`src/rtl/mmio_arbiter.sv`:
```
// mmio_arbiter: two-master arbiter and one-access sequencer in front of the mmio slave.
// Define MMIO_ARB_LOCK_EN to add m0_lock_i/m1_lock_i back-to-back bus locking.
module mmio_arbiter #(
    parameter int AW          = 32,
    parameter int ROUND_ROBIN = 1
) (
    input  logic          clk,
    input  logic          rst_n,
    input  logic          m0_req_i,
    input  logic [AW-1:0] m0_addr_i,
    input  logic [3:0]    m0_wmask_i,
    input  logic [31:0]   m0_wdata_i,
    input  logic          m1_req_i,
    input  logic [AW-1:0] m1_addr_i,
    input  logic [3:0]    m1_wmask_i,
    input  logic [31:0]   m1_wdata_i,
`ifdef MMIO_ARB_LOCK_EN
    input  logic          m0_lock_i,
    input  logic          m1_lock_i,
`endif
    output logic          m0_gnt_o,
    output logic          m1_gnt_o,
    output logic          m0_rvalid_o,
    output logic          m1_rvalid_o,
    output logic [31:0]   m0_rdata_o,
    output logic [31:0]   m1_rdata_o,
    output logic [AW-1:0] s_addr_o,
    output logic [3:0]    s_wmask_o,
    output logic [31:0]   s_wdata_o,
    input  logic [31:0]   s_rdata_i
);

    typedef enum logic [1:0] {IDLE, ISSUE, RESP} state_e;

    state_e        state_q, state_d;
    logic          last_q, last_d;
    logic [AW-1:0] s_addr_q, s_addr_d;
    logic [3:0]    s_wmask_q, s_wmask_d;
    logic [31:0]   s_wdata_q, s_wdata_d;
    logic [31:0]   m0_rdata_q, m0_rdata_d;
    logic [31:0]   m1_rdata_q, m1_rdata_d;
    logic          both, rr_pick, hold, pick, win_en, cap;
`ifdef MMIO_ARB_LOCK_EN
    logic          lock_q, lock_d;
`endif

    always_ff @(posedge clk or negedge rst_n) begin
        if (!rst_n) state_q <= IDLE;
        else        state_q <= state_d;
    end

    always_comb begin
        state_d = (state_q == ISSUE) ? RESP : win_en ? ISSUE : IDLE;
    end

    always_comb begin
        m0_gnt_o    = (state_q == ISSUE) && !last_q;
        m1_gnt_o    = (state_q == ISSUE) &&  last_q;
        m0_rvalid_o = (state_q == RESP)  && !last_q;
        m1_rvalid_o = (state_q == RESP)  &&  last_q;
        m0_rdata_o  = m0_rdata_q;
        m1_rdata_o  = m1_rdata_q;
        s_addr_o    = s_addr_q;
        s_wmask_o   = s_wmask_q;
        s_wdata_o   = s_wdata_q;
    end

    // last_q doubles as the owner of the access in flight and the round-robin pointer
    always_comb begin
        both    = m0_req_i & m1_req_i;
        rr_pick = (ROUND_ROBIN != 0) ? ~last_q : 1'b0;
`ifdef MMIO_ARB_LOCK_EN
        hold    = (state_q == RESP) && lock_q && (last_q ? m1_req_i : m0_req_i);
`else
        hold    = 1'b0;
`endif
        pick    = hold ? last_q : both ? rr_pick : m1_req_i;
        win_en  = (state_q != ISSUE) && (m0_req_i | m1_req_i);
        cap     = (state_q == ISSUE);
    end

    // wmask is only non-zero for the single ISSUE cycle that follows a win
    always_comb begin
        last_d     = win_en ? pick : last_q;
        s_addr_d   = win_en ? (pick ? m1_addr_i : m0_addr_i) : s_addr_q;
        s_wdata_d  = win_en ? (pick ? m1_wdata_i : m0_wdata_i) : s_wdata_q;
        s_wmask_d  = win_en ? (pick ? m1_wmask_i : m0_wmask_i) : 4'b0000;
        m0_rdata_d = (cap && !last_q) ? s_rdata_i : m0_rdata_q;
        m1_rdata_d = (cap &&  last_q) ? s_rdata_i : m1_rdata_q;
`ifdef MMIO_ARB_LOCK_EN
        lock_d     = win_en ? (pick ? m1_lock_i : m0_lock_i) : lock_q;
`endif
    end

    always_ff @(posedge clk or negedge rst_n) begin
        if (!rst_n) begin
            last_q     <= 1'b1;
            s_addr_q   <= '0;
            s_wmask_q  <= 4'b0000;
            s_wdata_q  <= '0;
            m0_rdata_q <= '0;
            m1_rdata_q <= '0;
        end else begin
            last_q     <= last_d;
            s_addr_q   <= s_addr_d;
            s_wmask_q  <= s_wmask_d;
            s_wdata_q  <= s_wdata_d;
            m0_rdata_q <= m0_rdata_d;
            m1_rdata_q <= m1_rdata_d;
        end
    end

`ifdef MMIO_ARB_LOCK_EN
    always_ff @(posedge clk or negedge rst_n) begin
        if (!rst_n) lock_q <= 1'b0;
        else        lock_q <= lock_d;
    end
`endif

endmodule

```
`config.mk`:
```
export PLATFORM = sky130hd
export DESIGN_NAME = mmio_arbiter
export DESIGN_NICKNAME = d
export VERILOG_FILES = /design/src/rtl/mmio_arbiter.sv
export SDC_FILE = /design/constraint.sdc
export NUM_CORES = 1
export LEC_CHECK = 0
export CORE_UTILIZATION = 30
export DETAILED_ROUTE_END_ITERATION = 7
export DONT_BUFFER_PORTS = 1
export SYNTH_ARGS = -nofsm -noshare
export SYNTH_HDL_FRONTEND = slang
export SYNTH_SLANG_ARGS = --single-unit
```
`constraint.sdc`:
```
create_clock -name clk -period 1.5 [get_ports clk]
set_input_delay 0.075 -clock clk [delete_from_list [all_inputs] [get_ports clk]]
set_output_delay 0.075 -clock clk [all_outputs]
set_load 0.01 [all_outputs]
```
==> results of run 1 <==
-- synthesized netlist by cell type --
master	number	area share (%)
buf_2	20	1.7
clkbuf_1	2	0.13
and3b_1	1	0.15
a31oi_1	65	6.9
nand2_1	136	8.6
dfstp_2	1	0.44
nand2_2	1	0.11
mux2_1	35	6.7
buf_4	4	0.51
a21oi_1	69	5.8
nor3b_1	1	0.13
nand2b_1	1	0.11
nor2_4	1	0.19
nand2_4	1	0.19
a21boi_4	1	0.32
clkinv_2	1	0.085
buf_6	18	3.4
inv_2	2	0.13
dfrtp_1	134	57
mux2_4	29	7.4
a21bo_1	1	0.17
or2_1	1	0.11
-- stage by stage --
| stage | utilization [%] | worst slack, ns | instance area (um2) |
|---|---|---|---|
| 3_3_place_gp | 32.28 | 0.01686 | 6138 |
| 3_5_place_dp | 32.28 | -0.05896 | 6138 |
| 2_1_floorplan | - | 0.1023 | 5911 |
-- cells by family after synthesis --
family	share of synthesized area, %
buffers and inverters	5.970
DFF	57.18
and+or+nand+nor	9.611
muxes	14.03
AOI/OAI and AO/OA	13.21
==> metrics.yaml, run 1 <==
outcome: "did not finish"
failing_step: "clock tree synthesis"
error: "[ERROR RSZ-0060] Max buffer count reached."
io_pins: 308
clk_path_buf_depth: 2
syn_area_um2: 5911
ys_seq_elements: 135
cts-root-buf: "clkbuf_16"
synthCells: 525
ys_warn_count: 0
cts_resized: 5
gp_congestion: 0.7274
synth_fp_nets: 697
synth-seq-area-share_pct: 57.18
htreeDepth: 4
initial_core_util_pct: 31.08
avgSynthCellArea_um2: 11.26
dp_hpwl_um: 10770
die_height_um: 142.4
numCtsBuffers: 17
cts_hold_buf: 160
post_cts.repair.setup_buffers: 7
synth_cell_types: 22
rows: 50
dp_cells: 758
die-width_um: 142.4
io_buffer_count: 0
cts_sinks: 135
==> run 2: changes to the inputs <==
--- a/config.mk
+++ b/config.mk
@@ -5,9 +5,10 @@
 export SDC_FILE = /design/constraint.sdc
 export NUM_CORES = 1
 export LEC_CHECK = 0
-export CORE_UTILIZATION = 30
+export CORE_UTILIZATION = 20
 export DETAILED_ROUTE_END_ITERATION = 7
 export DONT_BUFFER_PORTS = 1
+export PLACE_DENSITY_LB_ADDON = 0.15
 export SYNTH_ARGS = -nofsm -noshare
 export SYNTH_HDL_FRONTEND = slang
 export SYNTH_SLANG_ARGS = --single-unit
==> metrics.yaml, run 2 <==
outcome: "complete, but fails checks"
violations: "negative hold slack"
crit_buf_inv: 1
net-switching-power_mw: 6.851
switching_share_pct: 38.95
detail_route.iter0.violations: 254
htreeDepth: 4
end_kind: "flop"
initial_core_util_pct: 20.48
dp_cells: 885
rsz0062_at_grt: "yes"
ys_warn_count: 0
ant_nets: 0
synth_fp_nets: 697
critPathMaxFanout: 16
cpPeakStageDelay_ns: 0.38
dp_hpwl_um: 12250
slowest_stage: "dfrtp_1"
layout_common_cells: "dlygate4sd3_1 (170), nand2_1 (136), dfrtp_1 (134), a21oi_1 (69), a31oi_1 (65)"
antenna_cells: 0
fin_nets: 871
avgSynthCellArea_um2: 11.26
track_usage_pct: 12.84
wl_per_cell_um: 17.84
num_vias: 4870
fin_worst_skew_ns: 0.01139
critPathLaunchType: "flop"
synth.most_common_cell: "nand2_1"
core_um2: 28860
final_area_um2: 8790
period_minus_slack_ns: 1.495
slew_headroom_pct: 67.68
synth_edf_count: 0
report.final.slew_viol_count: 0
ys_seq_elements: 135
finalNonFillerCells: 1096
place_area_um2: 6346
grt_max_degree: 136
antenna_found_initial: 0
combinationalPowerShare_pct: 31.8
synthTopCellsByCount: "nand2_1 (136), dfrtp_1 (134), a21oi_1 (69)"
gp_congestion: 0.7653
synth_top_area_share_pct: 56.73
p_per_area_nw_per_um2: 2001
arrival_ns: 1.79
die-area_um2: 30240
synth_cell_types: 22
final_common_cell: "dlygate4sd3_1"
io_buffer_count: 0
intPower_mw: 10.74
synthCells: 525
die-width_um: 173.9
critPathRequiredTime_ns: 1.80
clkTransAtPathRegs_ns: 0.07
clk_path_buf_depth: 2
async_flop_share_pct: 100.0
yosys.area.top_type: "dfrtp_1"
crit_type: "reg -> reg"
grt-ovfl-total: 0
syn_area_um2: 5911
seq_power_share_pct: 44.7
die_height_um: 173.9
setup_viol: 0
cts-root-buf: "clkbuf_16"
numCtsBuffers: 17
ys_top_cells_by_area: "dfrtp_1 (57%), nand2_1 (8.6%), mux2_4 (7.4%)"
maxCapViolations: 0
cts_tree: "yes"
rows: 62
drcViolationCount: 0
clkPwrFrac_pct: 23.5
drt-total-wl_um: 19550
hold_viol_final: 135
viasPerCell: 4.443
cts_sinks: 135
clk-insertion-delay-late_ns: 0.42
first_pass_iters: 6
ys.flop_type: "dfrtp_1"
total_leakage_power_nw: 3.727
crit_path_cell_trace: "nand2b_4 > nor2_4 > bufbuf_16 > mux2_1"
grt_pass1_wl_um: 30010
min_period_over_period_pct: 99.65
area_growth_pct: 48.71
holdWs_ns: -0.6579
io_pins: 308
clock.fmax_mhz: 669.0
drive_gt1_share_pct: 14.33
min_path_type: "in -> async"
finish.utilization_pct: 30.46
critical-path-top-delay-family: "flip-flops"
synth-seq-area-share_pct: 57.18
tightest_slew_ns: 0.4848
max-vdd-ir-drop_v: 0.0008052
grt_pass1_vias: 5322
## run 2: cells by family (layout without fill, tap and decap cells)
family	after synthesis	count (layout)	synth area share [%]
simple gates	143	143	9.611
mux	64	64	14.03
compound gates	136	136	13.21
flops	135	135	57.18
buf+inv	47	234	5.970
## run 2: final cells by class
class                      instances  area, um2
clock inverter                    15      156.4
fill                            2953      20070
timing repair buffer             199       2140
inverter                           3      15.01
tap                              384      480.5
sequential                       135       3379
multi-input combinational        343       2193
clock buffer                      17      425.4
## run 2: metal layers
| layer | vias up | part of all wire, % | wire length, um | global-route usage, % |
|---|---|---|---|---|
| li1 | 2179 | - | - | - |
| met1 | 2367 | 38 | 7444 | 14.43 |
| met2 | 289 | 50 | 9833 | 21.97 |
| met3 | 35 | 9.2 | 1802 | 4.549 |
| met4 | 0 | 2.4 | 467 | 5.409 |
| met5 | - | 0 | 0 | 0 |
## run 2: power by group through the flow
| stage | clock network [mW] | registers [mW] | logic, mW |
|---|---|---|---|
| 3_5_place_dp | 0 | 7.96 | 4.87 |
| 6_report | 4.13 | 7.87 | 5.59 |
| 3_3_place_gp | 0 | 7.96 | 4.72 |
| 5_1_grt | 4.46 | 8.09 | 6.15 |
| 2_1_floorplan | 0 | 7.29 | 4.00 |
| 4_1_cts | 4.30 | 7.91 | 5.50 |
## run 2: per-stage QoR
stage | setup slack [ns] | setup TNS, ns | power (mW)
finish | 0.005262 | 0 | 17.59
global route | -0.05694 | -0.6409 | 18.70
CTS | -0.03361 | -0.4263 | 17.72
floorplan | 0.1023 | 0 | 11.29
detailed placement | 0.04570 | 0 | 12.82
global placement | 0.07944 | 0 | 12.68
## run 2: worst paths after layout
kind | startpoint | to | slack (ns) | depth (start not counted)
worst max register to register | state_q[1]$_DFF_PN0_ | m0_rdata_o[23]$_DFFE_PN0P_ | 0.005 | 4
worst min-delay path | rst_n | m1_rdata_o[21]$_DFFE_PN0P_ | -0.66 | 0
max in group asynchronous | rst_n | last_q$_DFFE_PN1P_ | 1.91 | 0
worst min register to register | m0_rdata_o[8]$_DFFE_PN0P_ | m0_rdata_o[8]$_DFFE_PN0P_ | 0.56 | 1
worst max-delay path | state_q[1]$_DFF_PN0_ | m0_rdata_o[23]$_DFFE_PN0P_ | 0.005 | 4
min in group clk | m0_req_i | s_wmask_o[0]$_DFF_PN0_ | 0.14 | 5
## run 2: timing repair
item | in CTS | in global routing
hold buffers | 169 | 1
gates cloned | 1 | 1
buffers inserted | 4 | 3
setup endpoints to repair | 2 | 41
pin swaps | 1 | 1
hold endpoints to repair | 268 | 137
resized for setup | 1 | 6
No activity file was read; power rests on OpenSTA's default activity.
==> run 3: changes to the inputs <==
==> constraint.sdc (replaced) <==
create_clock -name clk -period 1.35 [get_ports clk]
set_input_delay 0.0675 -clock clk [delete_from_list [all_inputs] [get_ports clk]]
set_output_delay 0.0675 -clock clk [all_outputs]
set_load 0.01 [all_outputs]
==> metrics.yaml, run 3 (synthesis results as in run 2) <==
gp_congestion: 0.7453
clkTransAtPathRegs_ns: 0.06
area_growth_pct: 61.62
numCtsBuffers: 17
min_path_type: "in -> async"
holdWs_ns: -0.6537
num_vias: 5105
ant_nets: 0
violations: "negative hold slack, negative setup slack"
critical-path-top-delay-family: "buffers and inverters"
multiInputGateArea_um2: 2391
grt_pass1_vias: 5497
crit_buf_inv: 4
clk_path_buf_depth: 2
crit_path_cell_trace: "nand2b_4 > buf_6 > clkinv_4 > nand2_8 > buf_12 > clkbuf_16 > mux2_4"
tightest_slew_ns: 0.3205
min_period_over_period_pct: 111.6
report.final.slew_viol_count: 0
layout_common_cells: "dlygate4sd3_1 (170), dfrtp_1 (134), nand2_1 (127), a21oi_1 (66)"
max-vdd-ir-drop_v: 0.0009731
track_usage_pct: 14.30
grt_max_degree: 136
total_leakage_power_nw: 4.125
clock.fmax_mhz: 663.8
drt-total-wl_um: 21910
io_buffer_count: 0
n_fill_cell: 2874
outcome: "complete, but fails checks"
setup_viol: 134
clk-insertion-delay-late_ns: 0.41
viasPerCell: 4.518
crit_type: "reg -> reg"
p_per_area_nw_per_um2: 2283
rr_startpoint: "state_q[1]$_DFF_PN0_"
arrival_ns: 1.80
critPathLaunchType: "flop"
grt_pass1_wl_um: 32540
die-area_um2: 30240
r2r_end: "m1_rdata_o[12]$_DFFE_PN0P_"
die_height_um: 173.9
slew_headroom_pct: 78.63
drive_gt1_share_pct: 24.80
cts_tree: "yes"
initial_core_util_pct: 20.48
io_pins: 308
final_area_um2: 9553
antenna_found_initial: 0
critPathMaxFanout: 7
fin_nets: 906
detail_route.iter0.violations: 249
end_kind: "flop"
seq_area_um2: 3379
cts_hold_buf: 170
rsz0062_at_grt: "yes"
rows: 62
critPathRequiredTime_ns: 1.64
fin_worst_skew_ns: 0.009853
final_common_cell: "dlygate4sd3_1"
cts_sinks: 135
place_area_um2: 6465
first_pass_iters: 5
core_um2: 28860
cpPeakStageDelay_ns: 0.38
maxCapViolations: 0
slowest_stage: "dfrtp_1"
htreeDepth: 4
ff2ff_setup_slack_ns: -0.16
period_minus_slack_ns: 1.507
wl_per_cell_um: 19.39
antenna_cells: 0
setup_slack_ns: -0.1565
r2r_cells: 7
dp_hpwl_um: 12350
die-width_um: 173.9
grt-ovfl-total: 0
cts-root-buf: "clkbuf_16"
hold_viol_final: 135
drcViolationCount: 0
-- run 3: changes by cell type in the layout (fill, tap and decap cells not counted), sizes merged --
| cell | before | now |
|---|---|---|
| clkinvlp | 2 | 4 |
| clkinv | 6 | 8 |
| inv | 10 | 2 |
| clkbuf | 18 | 22 |
| bufbuf | 1 | 0 |
| bufinv | 0 | 2 |
| buf | 27 | 60 |
-- run 3: through the flow --
stage / util, % / instances / TNS [ns] / total power, mW / setup WS [ns]
3_3_place_gp: 22.40 / 893 / -2.139 / 14.56 / -0.04414
4_1_cts: 32.83 / 1131 / -18.03 / 21.78 / -0.1929
5_1_grt: 33.10 / 1130 / -19.35 / 23.07 / -0.2170
3_5_place_dp: 22.40 / 893 / -5.417 / 14.71 / -0.08706
6_report: 33.10 / 1130 / -11.03 / 21.81 / -0.1565
2_1_floorplan: - / 525 / -1.014 / 12.75 / -0.03756
-- run 3: routing by layer --
layer  part of all wire [%]  wire (um)  GRT usage [%]  vias up
li1                       -          -              -     2254
met1                     41       8902          16.85     2529
met2                     49      10670          23.58      285
met3                    8.2       1788          4.834       37
met4                    2.5        546          6.213        0
met5                      0          0              0        -
-- run 3: repair_timing --
item | in CTS | in global routing
setup endpoints to repair | 134 | 136
hold endpoints to repair | 268 | 135
cloned | 10 | 4
pin swaps | 15 | 21
buffers inserted | 28 | 2
resized for setup | 62 | 33
-- run 3: layout make-up --
cell class / count / share of cell area, %
Tap cell: 384 / 5.029
Sequential cell: 135 / 35.38
Multi-Input combinational cell: 343 / 25.03
Clock buffer: 18 / 4.597
Timing Repair Buffer: 234 / 28.36
Clock inverter: 13 / 1.388
Inverter: 3 / 0.2227
-- run 3: worst reg2reg max path, cell delays in order (launching register included) --
cell	delay, ns
dfrtp_1	0.38
nand2b_4	0.16
buf_6	0.13
clkinv_4	0.05
nand2_8	0.07
buf_12	0.14
clkbuf_16	0.16
mux2_4	0.29
-- run 3: how the worst max path moves through the flow --
stage                               from                         end  slack [ns]  depth (start not counted)
floorplan           state_q[1]$_DFF_PN0_  m0_rdata_o[22]$_DFFE_PN0P_       -0.04                          5
global placement    state_q[1]$_DFF_PN0_  m0_rdata_o[22]$_DFFE_PN0P_       -0.04                          4
detailed placement    last_q$_DFFE_PN1P_    s_wdata_o[8]$_DFFE_PN0P_       -0.09                          5
CTS                   last_q$_DFFE_PN1P_                 m1_rvalid_o       -0.19                          3
global route        state_q[1]$_DFF_PN0_  m1_rdata_o[10]$_DFFE_PN0P_       -0.22                          7
finish              state_q[1]$_DFF_PN0_  m1_rdata_o[12]$_DFFE_PN0P_       -0.16                          7
-- run 3: report_power, final --
group | switching [mW] | leakage, nW | internal (mW) | total, mW
clock network | 1.84 | 0.273 | 2.74 | 4.59
registers | 2.68 | 1.56 | 6.12 | 8.80
logic | 3.42 | 2.29 | 5.00 | 8.42
total | 7.94 | 4.12 | 13.9 | 21.8
